**config.mk**
```make
export PLATFORM = sky130hd
export DESIGN_NAME = instr_loader_flat
export DESIGN_NICKNAME = d
export VERILOG_FILES = /design/src/rtl/instr_loader_if.sv /design/src/rtl/instr_loader.sv /design/src/flat_wrapper.sv
export SDC_FILE = /design/constraint.sdc
export NUM_CORES = 1
export LEC_CHECK = 0
export BUFFER_PORTS_ARGS = -buffer_cell sky130_fd_sc_hd__buf_2
export CAP_MARGIN = 40
export CORE_MARGIN = 8
export CORE_UTILIZATION = 55
export DETAILED_ROUTE_END_ITERATION = 10
export PLACE_DENSITY = 0.8
export SLEW_MARGIN = 0
export SYNTH_ARGS = -nofsm -noshare
export SYNTH_HDL_FRONTEND = slang
export SYNTH_SLANG_ARGS = --single-unit
```
**constraint.sdc**
```tcl
create_clock -name clk -period 2.3 [get_ports clk]
set_input_delay 0.23 -clock clk [delete_from_list [all_inputs] [get_ports clk]]
set_output_delay 0.23 -clock clk [all_outputs]
set_load 0.01 [all_outputs]
```
**src/rtl/instr_loader_if.sv**
```systemverilog
// Byte-link and instruction-memory write bundle for instr_loader.
// slave = the loader itself, master = the byte source / memory side.
interface instr_loader_if #(
  parameter int unsigned ADDR_WIDTH = 22
);
  logic [7:0]            byteIn;
  logic                  byteValid;
  logic                  byteReady;
  logic                  wrEn;
  logic [ADDR_WIDTH-1:0] wrAddr;
  logic [31:0]           wrData;
  logic                  busy;
  logic                  done;
  logic                  err;

  modport master (
    output byteIn, byteValid,
    input  byteReady, wrEn, wrAddr, wrData, busy, done, err
  );

  modport slave (
    input  byteIn, byteValid,
    output byteReady, wrEn, wrAddr, wrData, busy, done, err
  );
endinterface

```
**src/rtl/instr_loader.sv**
```systemverilog
// Byte-serial program image loader: 2-byte BE word count, then LE 32-bit words.
// Optional trailing XOR checksum byte when INSTR_LOADER_CHECKSUM_EN is defined.
//
// state | meaning
// HDR0  | idle / waiting for count[15:8]
// HDR1  | waiting for count[7:0]
// DATA  | collecting the 4 bytes of a word
// WRITE | one-cycle memory write strobe
// CSUM  | waiting for checksum byte (checksum build only)
// DONE  | one-cycle completion pulse
module instr_loader #(
  parameter int unsigned           ADDR_WIDTH = 22,
  parameter logic [ADDR_WIDTH-1:0] BASE_ADDR  = '0,
  parameter int unsigned           LEN_WIDTH  = 16
) (
  input logic           clk,
  input logic           reset,
  instr_loader_if.slave bus
);

  typedef enum logic [2:0] {
    S_HDR0,
    S_HDR1,
    S_DATA,
    S_WRITE,
    S_DONE
`ifdef INSTR_LOADER_CHECKSUM_EN
    , S_CSUM
`endif
  } state_t;

`ifdef INSTR_LOADER_CHECKSUM_EN
  localparam state_t S_LAST = S_CSUM;
`else
  localparam state_t S_LAST = S_DONE;
`endif

  state_t                state_q, state_d;
  logic                  ready_q, ready_d;
  logic [LEN_WIDTH-1:0]  count_q, count_d;
  logic [LEN_WIDTH-1:0]  hdr_count;
  logic [1:0]            lane_q, lane_d;
  logic [ADDR_WIDTH-1:0] addr_q, addr_d;
  logic [31:0]           data_q, data_d;
  logic                  accept;
`ifdef INSTR_LOADER_CHECKSUM_EN
  logic [7:0]            csum_q, csum_d;
  logic                  err_q, err_d;
`endif

  assign accept    = bus.byteValid & ready_q;
  assign hdr_count = {count_q[LEN_WIDTH-1:8], bus.byteIn};
  // Ready is registered from the next state, so it is low the whole WRITE/DONE cycle.
  assign ready_d   = (state_d != S_WRITE) && (state_d != S_DONE);

  always_comb begin
    state_d = state_q;
    count_d = count_q;
    lane_d  = lane_q;
    addr_d  = addr_q;
    data_d  = data_q;
`ifdef INSTR_LOADER_CHECKSUM_EN
    csum_d  = csum_q;
    err_d   = err_q;
`endif
    case (state_q)
      S_HDR0: begin
        if (accept) begin
          count_d = {bus.byteIn, 8'h00};
          addr_d  = BASE_ADDR;
`ifdef INSTR_LOADER_CHECKSUM_EN
          csum_d  = 8'h00;
          err_d   = 1'b0;
`endif
          state_d = S_HDR1;
        end
      end
      S_HDR1: begin
        if (accept) begin
          count_d = hdr_count;
          lane_d  = 2'd0;
          state_d = (hdr_count == '0) ? S_LAST : S_DATA;
        end
      end
      S_DATA: begin
        if (accept) begin
          data_d[{lane_q, 3'b000} +: 8] = bus.byteIn;
          lane_d = lane_q + 2'd1;
`ifdef INSTR_LOADER_CHECKSUM_EN
          csum_d = csum_q ^ bus.byteIn;
`endif
          if (lane_q == 2'd3) state_d = S_WRITE;
        end
      end
      S_WRITE: begin
        addr_d  = addr_q + ADDR_WIDTH'(1);
        count_d = count_q - LEN_WIDTH'(1);
        lane_d  = 2'd0;
        state_d = (count_q == LEN_WIDTH'(1)) ? S_LAST : S_DATA;
      end
`ifdef INSTR_LOADER_CHECKSUM_EN
      S_CSUM: begin
        if (accept) begin
          err_d   = err_q | (bus.byteIn != csum_q);
          state_d = S_DONE;
        end
      end
`endif
      S_DONE:  state_d = S_HDR0;
      default: state_d = S_HDR0;
    endcase
  end

  always_ff @(posedge clk or negedge reset) begin
    if (!reset) begin
      state_q <= S_HDR0;
      ready_q <= 1'b0;
      count_q <= '0;
      lane_q  <= 2'd0;
      addr_q  <= BASE_ADDR;
      data_q  <= '0;
`ifdef INSTR_LOADER_CHECKSUM_EN
      csum_q  <= 8'h00;
      err_q   <= 1'b0;
`endif
    end else begin
      state_q <= state_d;
      ready_q <= ready_d;
      count_q <= count_d;
      lane_q  <= lane_d;
      addr_q  <= addr_d;
      data_q  <= data_d;
`ifdef INSTR_LOADER_CHECKSUM_EN
      csum_q  <= csum_d;
      err_q   <= err_d;
`endif
    end
  end

  assign bus.byteReady = ready_q;
  assign bus.wrEn      = (state_q == S_WRITE);
  assign bus.wrAddr    = addr_q;
  assign bus.wrData    = data_q;
  assign bus.busy      = (state_q != S_HDR0);
  assign bus.done      = (state_q == S_DONE);
`ifdef INSTR_LOADER_CHECKSUM_EN
  assign bus.err       = err_q;
`else
  assign bus.err       = 1'b0;
`endif

endmodule

```
**src/flat_wrapper.sv**
```systemverilog
// flat-port wrapper written by rule: the top's interface ports become plain ports
module instr_loader_flat 
#(
  parameter int unsigned           ADDR_WIDTH = 22,
  parameter logic [ADDR_WIDTH-1:0] BASE_ADDR  = '0,
  parameter int unsigned           LEN_WIDTH  = 16
)
  (clk, reset, bus_byteIn, bus_byteValid, bus_byteReady, bus_wrEn, bus_wrAddr, bus_wrData, bus_busy, bus_done, bus_err);
  instr_loader_if #(.ADDR_WIDTH(ADDR_WIDTH)) bus_i ();
  input logic clk;
  input logic reset;
  input wire logic [$bits(bus_i.byteIn)-1:0] bus_byteIn;
  input wire logic [$bits(bus_i.byteValid)-1:0] bus_byteValid;
  output wire logic [$bits(bus_i.byteReady)-1:0] bus_byteReady;
  output wire logic [$bits(bus_i.wrEn)-1:0] bus_wrEn;
  output wire logic [$bits(bus_i.wrAddr)-1:0] bus_wrAddr;
  output wire logic [$bits(bus_i.wrData)-1:0] bus_wrData;
  output wire logic [$bits(bus_i.busy)-1:0] bus_busy;
  output wire logic [$bits(bus_i.done)-1:0] bus_done;
  output wire logic [$bits(bus_i.err)-1:0] bus_err;
  assign bus_i.byteIn = bus_byteIn;
  assign bus_i.byteValid = bus_byteValid;
  assign bus_byteReady = bus_i.byteReady;
  assign bus_wrEn = bus_i.wrEn;
  assign bus_wrAddr = bus_i.wrAddr;
  assign bus_wrData = bus_i.wrData;
  assign bus_busy = bus_i.busy;
  assign bus_done = bus_i.done;
  assign bus_err = bus_i.err;
  instr_loader #(.ADDR_WIDTH(ADDR_WIDTH), .BASE_ADDR(BASE_ADDR), .LEN_WIDTH(LEN_WIDTH)) u_core (.clk(clk), .reset(reset), .bus(bus_i));
endmodule
```
* Yosys cells after proc, flatten, opt, wreduce, memory -nomap -nowiden
Index checks and enable logic that the tools add are counted.
** Word-level totals
- RAM bits :: 0
- Memory bits (read-only) :: 0
- Memories kept :: 0
- Register bits after elaboration :: 76
- Input bits :: 11
- Logic and storage cells :: 54
- Bits in latches :: 0
** Operators by class
- Bitwise logic cells :: 2
- Mux-type cells :: 16
- Add/subtract/negate cells :: 4
- Reduce and logical (&&, ||, !) cells :: 12
- Shift-type cells :: 2
- Magnitude comparators :: 0
- Div/mod/pow operators :: 0
- $mul :: 0
- Equality and inequality tests :: 11
** Operator list (count)
- $pmux W16 S3 :: 1
- $pmux W22 S2 :: 1
- $bwmux W32 :: 1
- $shift A8 B7 Y32 const A :: 1
- $shiftx A8 B7 Y32 :: 1
- $add A22 B1 Y22 const B :: 1
- $mux W22 :: 1
- $mux W3 :: 6
- $eq A16 B1 Y1 const B :: 1
- $logic_not A16 Y1 :: 1
- $mux W16 :: 1
- $sub A16 B1 Y16 const B :: 1
- $pmux W3 S4 :: 1
- $reduce_and A3 Y1 :: 3
- $reduce_bool A3 Y1 :: 3
- $mux W8 :: 1
- $neg A5 Y7 :: 1
- $eq A3 B2 Y1 const B :: 2
- $ne A2 B1 Y1 const B :: 3
- $pmux W2 S3 :: 1
- $mux W2 :: 2
- $reduce_and A2 Y1 :: 2
- $eq A3 B1 Y1 const B :: 1
- $eq A3 B3 Y1 const B :: 1
- other kinds (9) :: 9

* Logic depth before layout (Yosys ltp)
Gate-level depths: netlist of run 1.
- Depth after elaboration :: 6
- Depth in mapped cells :: 7
- Gate-level depth less buffers :: 6

* Least setup slack after synthesis of run 1
Ideal clock, no wire load.
- Kind :: register to register
- Start point :: register u_core.count_q[0]
- End point :: register u_core.count_q[10]
- Library setup time :: 0.069 ns
- Required time :: 2.231 ns
- Buffers on the path :: 0
- Slack :: 0.447 ns
- Stages on the path, launching flop included :: 7
- Arrival time :: 1.784 ns
- Clock period less this slack :: 1.853 ns
- Path through :: dfrtp_1 > inv_1 > ha_1 > nor3b_2 > nand2_1 > or4b_2 > nand3_1
** On the way
- Longest elaborated chain between the ends :: 2
** RTL lines
- from (decl) :: RTL line instr_loader.sv:40 : logic [LEN_WIDTH-1:0] count_q, count_d;
- from (signal assigned) :: RTL line instr_loader.sv:129 : count_q <= count_d;
- $sub A16 B1 Y16 :: RTL line instr_loader.sv:97 : count_d = count_q - LEN_WIDTH'(1);
- $pmux W16 S3 :: RTL line instr_loader.sv:66 : case (state_q)
Every way passes these cells.
A chain may end at the register's enable or synchronous reset.

* Final worst setup path of run 1
Same ends and word-level chain as after synthesis.

==> results of run 1 <==
## worst max-delay path: stages (launching register included)
cell and delay [ns]:
dfrtp_1 0.46, inv_1 0.11, ha_1 0.19, nor3b_2 0.39, nand2_1 0.17, or4b_2 0.64, nand3_1 0.10
## stage by stage
stage	power, mW	cell area [µm²]	util (%)
detailed placement	4.31	4470	62.9
finish	5.26	4650	65.5
global placement	4.20	4470	62.9
CTS	5.26	4650	65.5
floorplan	3.51	3960	-
global route	5.66	4650	65.5
## flip-flops by register name (all words and copies together) (netlist names)
| register | flops |
|---|---|
| u_core.bus.byteReady | 1 |
| u_core.lane_q | 2 |
| u_core.state_q | 3 |
| u_core.count_q | 16 |
| u_core.bus.wrData | 32 |
| u_core.bus.wrAddr | 22 |
## logic make-up after synthesis
| logic type | count (synthesis) | synth area share (%) |
|---|---|---|
| AO/OA/AOI/OAI | 103 | 16.5 |
| XOR/XNOR | 5 | 1.11 |
| adder cells (fa/ha/maj) | 9 | 2.84 |
| buffers and inverters | 27 | 2.78 |
| flip-flops | 76 | 48.0 |
| multiplexers | 9 | 2.31 |
| other | 1 | 0.0947 |
| AND/OR/NAND/NOR | 207 | 26.4 |
## cells in the mapped netlist, types with 2 or more instances
| master | count | area, µm² |
|---|---|---|
| buf_1 | 4 | 15.0 |
| nand4_1 | 8 | 50.1 |
| a21oi_1 | 11 | 55.1 |
| mux2i_1 | 8 | 80.1 |
| buf_2 | 4 | 20.0 |
| ha_1 | 9 | 113 |
| nor2_1 | 17 | 63.8 |
| o31ai_1 | 3 | 22.5 |
| a2bb2oi_1 | 5 | 43.8 |
| or3_1 | 6 | 37.5 |
| nor4_1 | 12 | 75.1 |
| a22o_1 | 2 | 17.5 |
| o21ai_0 | 50 | 250 |
| nand3_1 | 29 | 145 |
| clkbuf_1 | 11 | 41.3 |
| or4_1 | 4 | 30.0 |
| nand2b_1 | 2 | 12.5 |
| xor2_1 | 4 | 35.0 |
| a32o_1 | 2 | 20.0 |
| and3_1 | 3 | 18.8 |
| o22a_1 | 4 | 35.0 |
| nor3_1 | 6 | 30.0 |
| nor2b_1 | 3 | 18.8 |
| nand2_1 | 96 | 360 |
| nor3b_1 | 5 | 37.5 |
| o211ai_1 | 5 | 37.5 |
| and4_1 | 2 | 17.5 |
| a31oi_1 | 3 | 18.8 |
| a22oi_1 | 5 | 37.5 |
| inv_1 | 6 | 22.5 |
| and3b_1 | 2 | 17.5 |
| and2_1 | 4 | 25.0 |
| dfrtp_1 | 76 | 1900 |
## routing by layer
layer / GRT usage [%] / vias to the layer above / part of all wire [%]
li1: - / 1732 / -
met1: 26.4 / 1758 / 42
met2: 35.2 / 149 / 48
met3: 5.18 / 24 / 8.1
met4: 9.88 / 0 / 1.9
met5: 0 / - / 0
## timing repair
| action | in CTS | in global routing |
|---|---|---|
| setup endpoints to repair | 0 | 0 |
| endpoints found under the hold margin | 41 | 0 |
| hold buffers | 1 | 0 |
## how the worst min path moves through the flow
stage / end / depth (start not counted) / from / slack, ns
2_1_floorplan: u_core.bus.byteReady / 0 / reset / -0.07
3_3_place_gp: u_core.bus.wrData[15] / 1 / reset / 0.09
3_5_place_dp: u_core.bus.wrData[11] / 1 / reset / 0.09
4_1_cts: u_core.bus.wrData[14] / 3 / bus_byteIn[6] / 0.21
5_1_grt: u_core.bus.wrData[5] / 3 / bus_byteIn[5] / 0.20
6_report: u_core.bus.wrData[5] / 3 / bus_byteIn[5] / 0.21
## final cells by class
type / count / area, µm² / share of cell area (%)
Inverter: 7 / 26.3 / 0.565
Timing Repair Buffer: 84 / 475 / 10.2
Tap cell: 99 / 124 / 2.66
Sequential cell: 76 / 1900 / 40.9
Multi-Input combinational cell: 334 / 1950 / 41.9
Clock buffer: 10 / 138 / 2.96
Clock inverter: 6 / 38.8 / 0.834
## power by group
part	total, mW	internal [mW]	switching [mW]
clock network	0.944	0.419	0.526
registers	2.13	1.72	0.409
logic	2.18	0.878	1.31
total	5.26	3.02	2.24
==> metrics.txt, run 1 <==
P_leak=2.23 nW; Reg clk slew, reported paths=0.08 ns; post-route setup slack=0.191 ns; Rel. slew slack=56.2%; most common cell after layout, fill and taps aside=nand2_1; number of global-route vias before repair=3627; io pins=70; Net Count, Synth=approximately 460; number of cell rows=31; wire length per cell=16.9 µm; GR Util All Layers=21.6%; CTS-repair resized insts=0; cell count after synthesis=437; clock sinks=76; GRT overflow=0; dpl ws=between 0.2 and 0.25 ns; period utilization=91.7%; sequential fraction of the synthesis area=48.0%; syn_area_per_cell=9.06 µm²; final hold violations=0; Setup crit end kind=flip-flop; Setup CP Type=reg2reg; CTS H-Tree Depth=3; Fillers=592; number of flops mapped to enable cells by yosys=0; unrepaired setup endpoints after global routing=no; Arr. time, crit path=2.41 ns; setup repair bufs after CTS=0; Register-to-Register Setup Slack=0.19 ns; Max Clock Freq=474 MHz; DRC violations left=0; layout cell share with drive strength beyond 1=20.7%; Slew Limit Fails=0; Critical Path Fanout Max=7; final WL=~10000 µm; #FFs+latches synth=76; Via density=5.95; critical path launch point=u_core.count_q[0]; worst setup path endpoint=u_core.count_q[10]; clk root buf=clkbuf_8; die area=10200 µm²; DRT iter0 DRCs=181; First-pass DRT Iterations=7; antenna violations before repair=0; CTS max path bufs=2; Final Hold Slack=just over 0.2 ns; reg2reg end=u_core.count_q[10]; final cell count without fillers=616; routed vias=3663; final antenna-violating net count=0; worst-skew pair later-pin latency=about 0.36 ns; Synth Cell Area=between 3000 and 4000 µm²; Max-cap violations=0; total CTS buffers=9; VDD IR max=around 500 µV; reg-to-reg startpoint=u_core.count_q[0]; CP Launch Type=flip-flop; IO Port Bufs=68; Synth cell types=around 60; Initial Util=approximately 56%; die span in y=101 µm; Chip Width=~100 µm; largest net degree at the start of global routing=36; crit path time final=2.11 ns; P per Cell Area=1130 nW/µm²; cell total after placement=about 600; Worst Tran Pin Value=approximately 0.65 ns; CTS tree=yes; ys flop type=dfrtp_1; status=complete, no violations; GPL Wtd Cong=0.920; Core ar.=~7100 µm²; Synthesis Warnings=0; # diodes=0; async set or reset register ratio after synthesis=100%; Hold Crit Class=in2reg; Clock Skew=0.00792 ns; Final HPWL DP=roughly 7300 µm; Layout area overhead=17.5%; most frequent cells in the layout=96 x nand2_1, 76 x dfrtp_1, 68 x buf_2; first-pass GRT wire length=17400 µm; cell depth of the worst flop-to-flop path=6; critical path required time=2.60 ns; Final #Nets=532; post-route setup TNS=0 ns; # setup viols final=0
Note: power is estimated with default switching activity, not from simulation.
==> inputs of run 2 (changes only) <==
--- a/config.mk
+++ b/config.mk
@@ -9,6 +9,7 @@
 export CAP_MARGIN = 40
 export CORE_MARGIN = 8
 export CORE_UTILIZATION = 55
+export CTS_BUF_LIST = sky130_fd_sc_hd__clkbuf_16
 export DETAILED_ROUTE_END_ITERATION = 10
 export PLACE_DENSITY = 0.8
 export SLEW_MARGIN = 0
==> run 2 against run 1 <==
Combinational power barely moved. Cell count unchanged. Power grew 7.0%. Utilization rose by 1.3 points. Register-to-register slack got worse by 0.02 ns. First-iteration DRC count rose by 12%. Largest cell class unchanged. Fmax fell by 0.90%. Critical path type unchanged.
==> metrics.txt, run 2 (same netlist as run 1, synthesis figures left out) <==
Reg clk slew, reported paths=0.06 ns (was 0.08 ns); Register-to-Register Setup Slack=0.17 ns (was 0.19 ns); Final HPWL DP=7270 µm (unchanged); wire length per cell=17.4 µm (was 16.9 µm); DRT iter0 DRCs=203 (was 181); die area=10200 µm² (unchanged); Hold Crit Class=in2reg (unchanged); critical path required time=2.57 ns (was 2.60 ns); final antenna-violating net count=0 (unchanged); CP Launch Type=flip-flop (unchanged); reg-to-reg startpoint=u_core.count_q[0] (unchanged); Hold Path Stages=3 (unchanged); Largest register FFs=32 (unchanged); Core ar.=7100 µm² (unchanged); Max-cap violations=0 (unchanged); GRT overflow=0 (unchanged); Chip Width=101 µm (unchanged); Critical Path Fanout Max=7 (unchanged); layout cell share with drive strength beyond 1=20.5% (was 20.7%); Clock Skew=0.00360 ns (was 0.00792 ns); Rel. slew slack=52.7% (was 56.2%); Max Clock Freq=470 MHz (was 474 MHz); Final #Nets=532 (unchanged); Slew Limit Fails=0 (unchanged); # diodes=0 (unchanged); Via density=6.02 (was 5.95); final WL=10700 µm (was 10400 µm); crit path time final=2.13 ns (was 2.11 ns); CTS tree=yes (unchanged); status=complete, no violations (unchanged); GPL Wtd Cong=0.920 (unchanged); unrepaired setup endpoints after global routing=no (unchanged); most frequent cells in the layout=96 x nand2_1, 76 x dfrtp_1, 68 x buf_2 (unchanged); cell depth of the worst flop-to-flop path=6 (unchanged); Initial Util=55.8% (unchanged); Setup CP Type=reg2reg (unchanged); final hold violations=0 (unchanged); total CTS buffers=9 (unchanged); CTS max path bufs=2 (unchanged); P per Cell Area=1190 nW/µm² (was 1130 nW/µm²); reg2reg end=u_core.count_q[10] (unchanged); clk root buf=clkbuf_16 (was clkbuf_8); Worst Tran Pin Value=0.703 ns (was 0.651 ns); number of global-route vias before repair=3758 (was 3627); first-pass GRT wire length=18000 µm (was 17400 µm); io pins=70 (unchanged); die span in y=101 µm (unchanged); worst hold endpoint=u_core.bus.wrData[23] (was u_core.bus.wrData[5]); dpl ws=0.235 ns (unchanged); worst-skew pair later-pin latency=0.33 ns (was 0.36 ns); CTS-repair resized insts=0 (unchanged); number of cell rows=31 (unchanged); First-pass DRT Iterations=5 (was 7); Setup crit end kind=flip-flop (unchanged); post-route setup TNS=0 ns (unchanged); IO Port Bufs=68 (unchanged); routed vias=3706 (was 3663); GR Util All Layers=22.3% (was 21.6%); antenna violations before repair=0 (unchanged); # setup viols final=0 (unchanged); most common cell after layout, fill and taps aside=nand2_1 (unchanged); hold path start=bus_byteIn[7] (was bus_byteIn[5]); Layout area overhead=19.8% (was 17.5%); VDD IR max=568 µV (was 509 µV); DRC violations left=0 (unchanged); largest net degree at the start of global routing=36 (unchanged); post-route setup slack=0.172 ns (was 0.191 ns); clock sinks=76 (unchanged); Arr. time, crit path=2.40 ns (was 2.41 ns); P_leak=2.27 nW (was 2.23 nW); CTS H-Tree Depth=3 (unchanged); period utilization=92.5% (was 91.7%)
-- run 2: cell count changes in the layout (fill, tap and decap cells not counted) --
cell and delta:
clkinv_1 +1, clkbuf_8 -10, clkbuf_16 +9
-- run 2: final cells by class --
cell class | instances | area (µm²)
Multi-Input combinational cell | 334 | 1950
Clock inverter | 7 | 42.5
Sequential cell | 76 | 1900
Fill cell | 570 | 2350
Clock buffer | 9 | 225
Inverter | 7 | 26.3
Tap cell | 99 | 124
Timing Repair Buffer | 84 | 475
-- run 2: metal layers --
layer	vias up	global-route usage, %	part of all wire, %
met3	31	4.90	7.6
li1	1738	-	-
met1	1776	26.9	41
met5	-	0	0
met4	0	11.4	2.4
met2	161	36.7	49
-- run 2: power breakdown --
group | leakage (nW) | switching, mW | internal [mW] | total (mW)
Sequential | 1.02 | 0.410 | 1.72 | 2.13
Combinational | 1.13 | 1.32 | 0.878 | 2.20
Clock | 0.129 | 0.569 | 0.724 | 1.29
-- run 2: repair_timing --
item | in CTS | in global routing
setup buffers | 0 | 0
endpoints found under the hold margin | 24 | 0
hold buffers | 1 | 0
-- run 2: worst max path at each step --
stage / from / endpoint / slack, ns / cells past startpoint
floorplan: u_core.count_q[0] / u_core.count_q[10] / 0.45 / 6
global placement: u_core.count_q[0] / u_core.count_q[10] / 0.34 / 6
detailed placement: u_core.count_q[0] / u_core.count_q[10] / 0.23 / 6
CTS: u_core.count_q[0] / u_core.count_q[10] / 0.22 / 6
global route: u_core.count_q[0] / u_core.count_q[10] / 0.05 / 6
finish: u_core.count_q[0] / u_core.count_q[10] / 0.17 / 6
-- run 2: metrics by stage --
step           area [µm²]  util, %  power [mW]  instances  hold slack, ns
6_report             4740     66.8        5.63        616           0.234
5_1_grt              4740     66.8        6.04        616           0.251
4_1_cts              4740     66.8        5.63        616           0.230
3_5_place_dp         4470     62.9        4.31        599          0.0858
3_3_place_gp         4470     62.9        4.20        599          0.0855
2_1_floorplan        3960        -        3.51        437         -0.0656
-- run 2: critical path, cell delays in order, from the launching register on --
cell and delay, ns:
dfrtp_1 0.45, inv_1 0.11, ha_1 0.19, nor3b_2 0.40
nand2_1 0.17, or4b_2 0.64, nand3_1 0.10
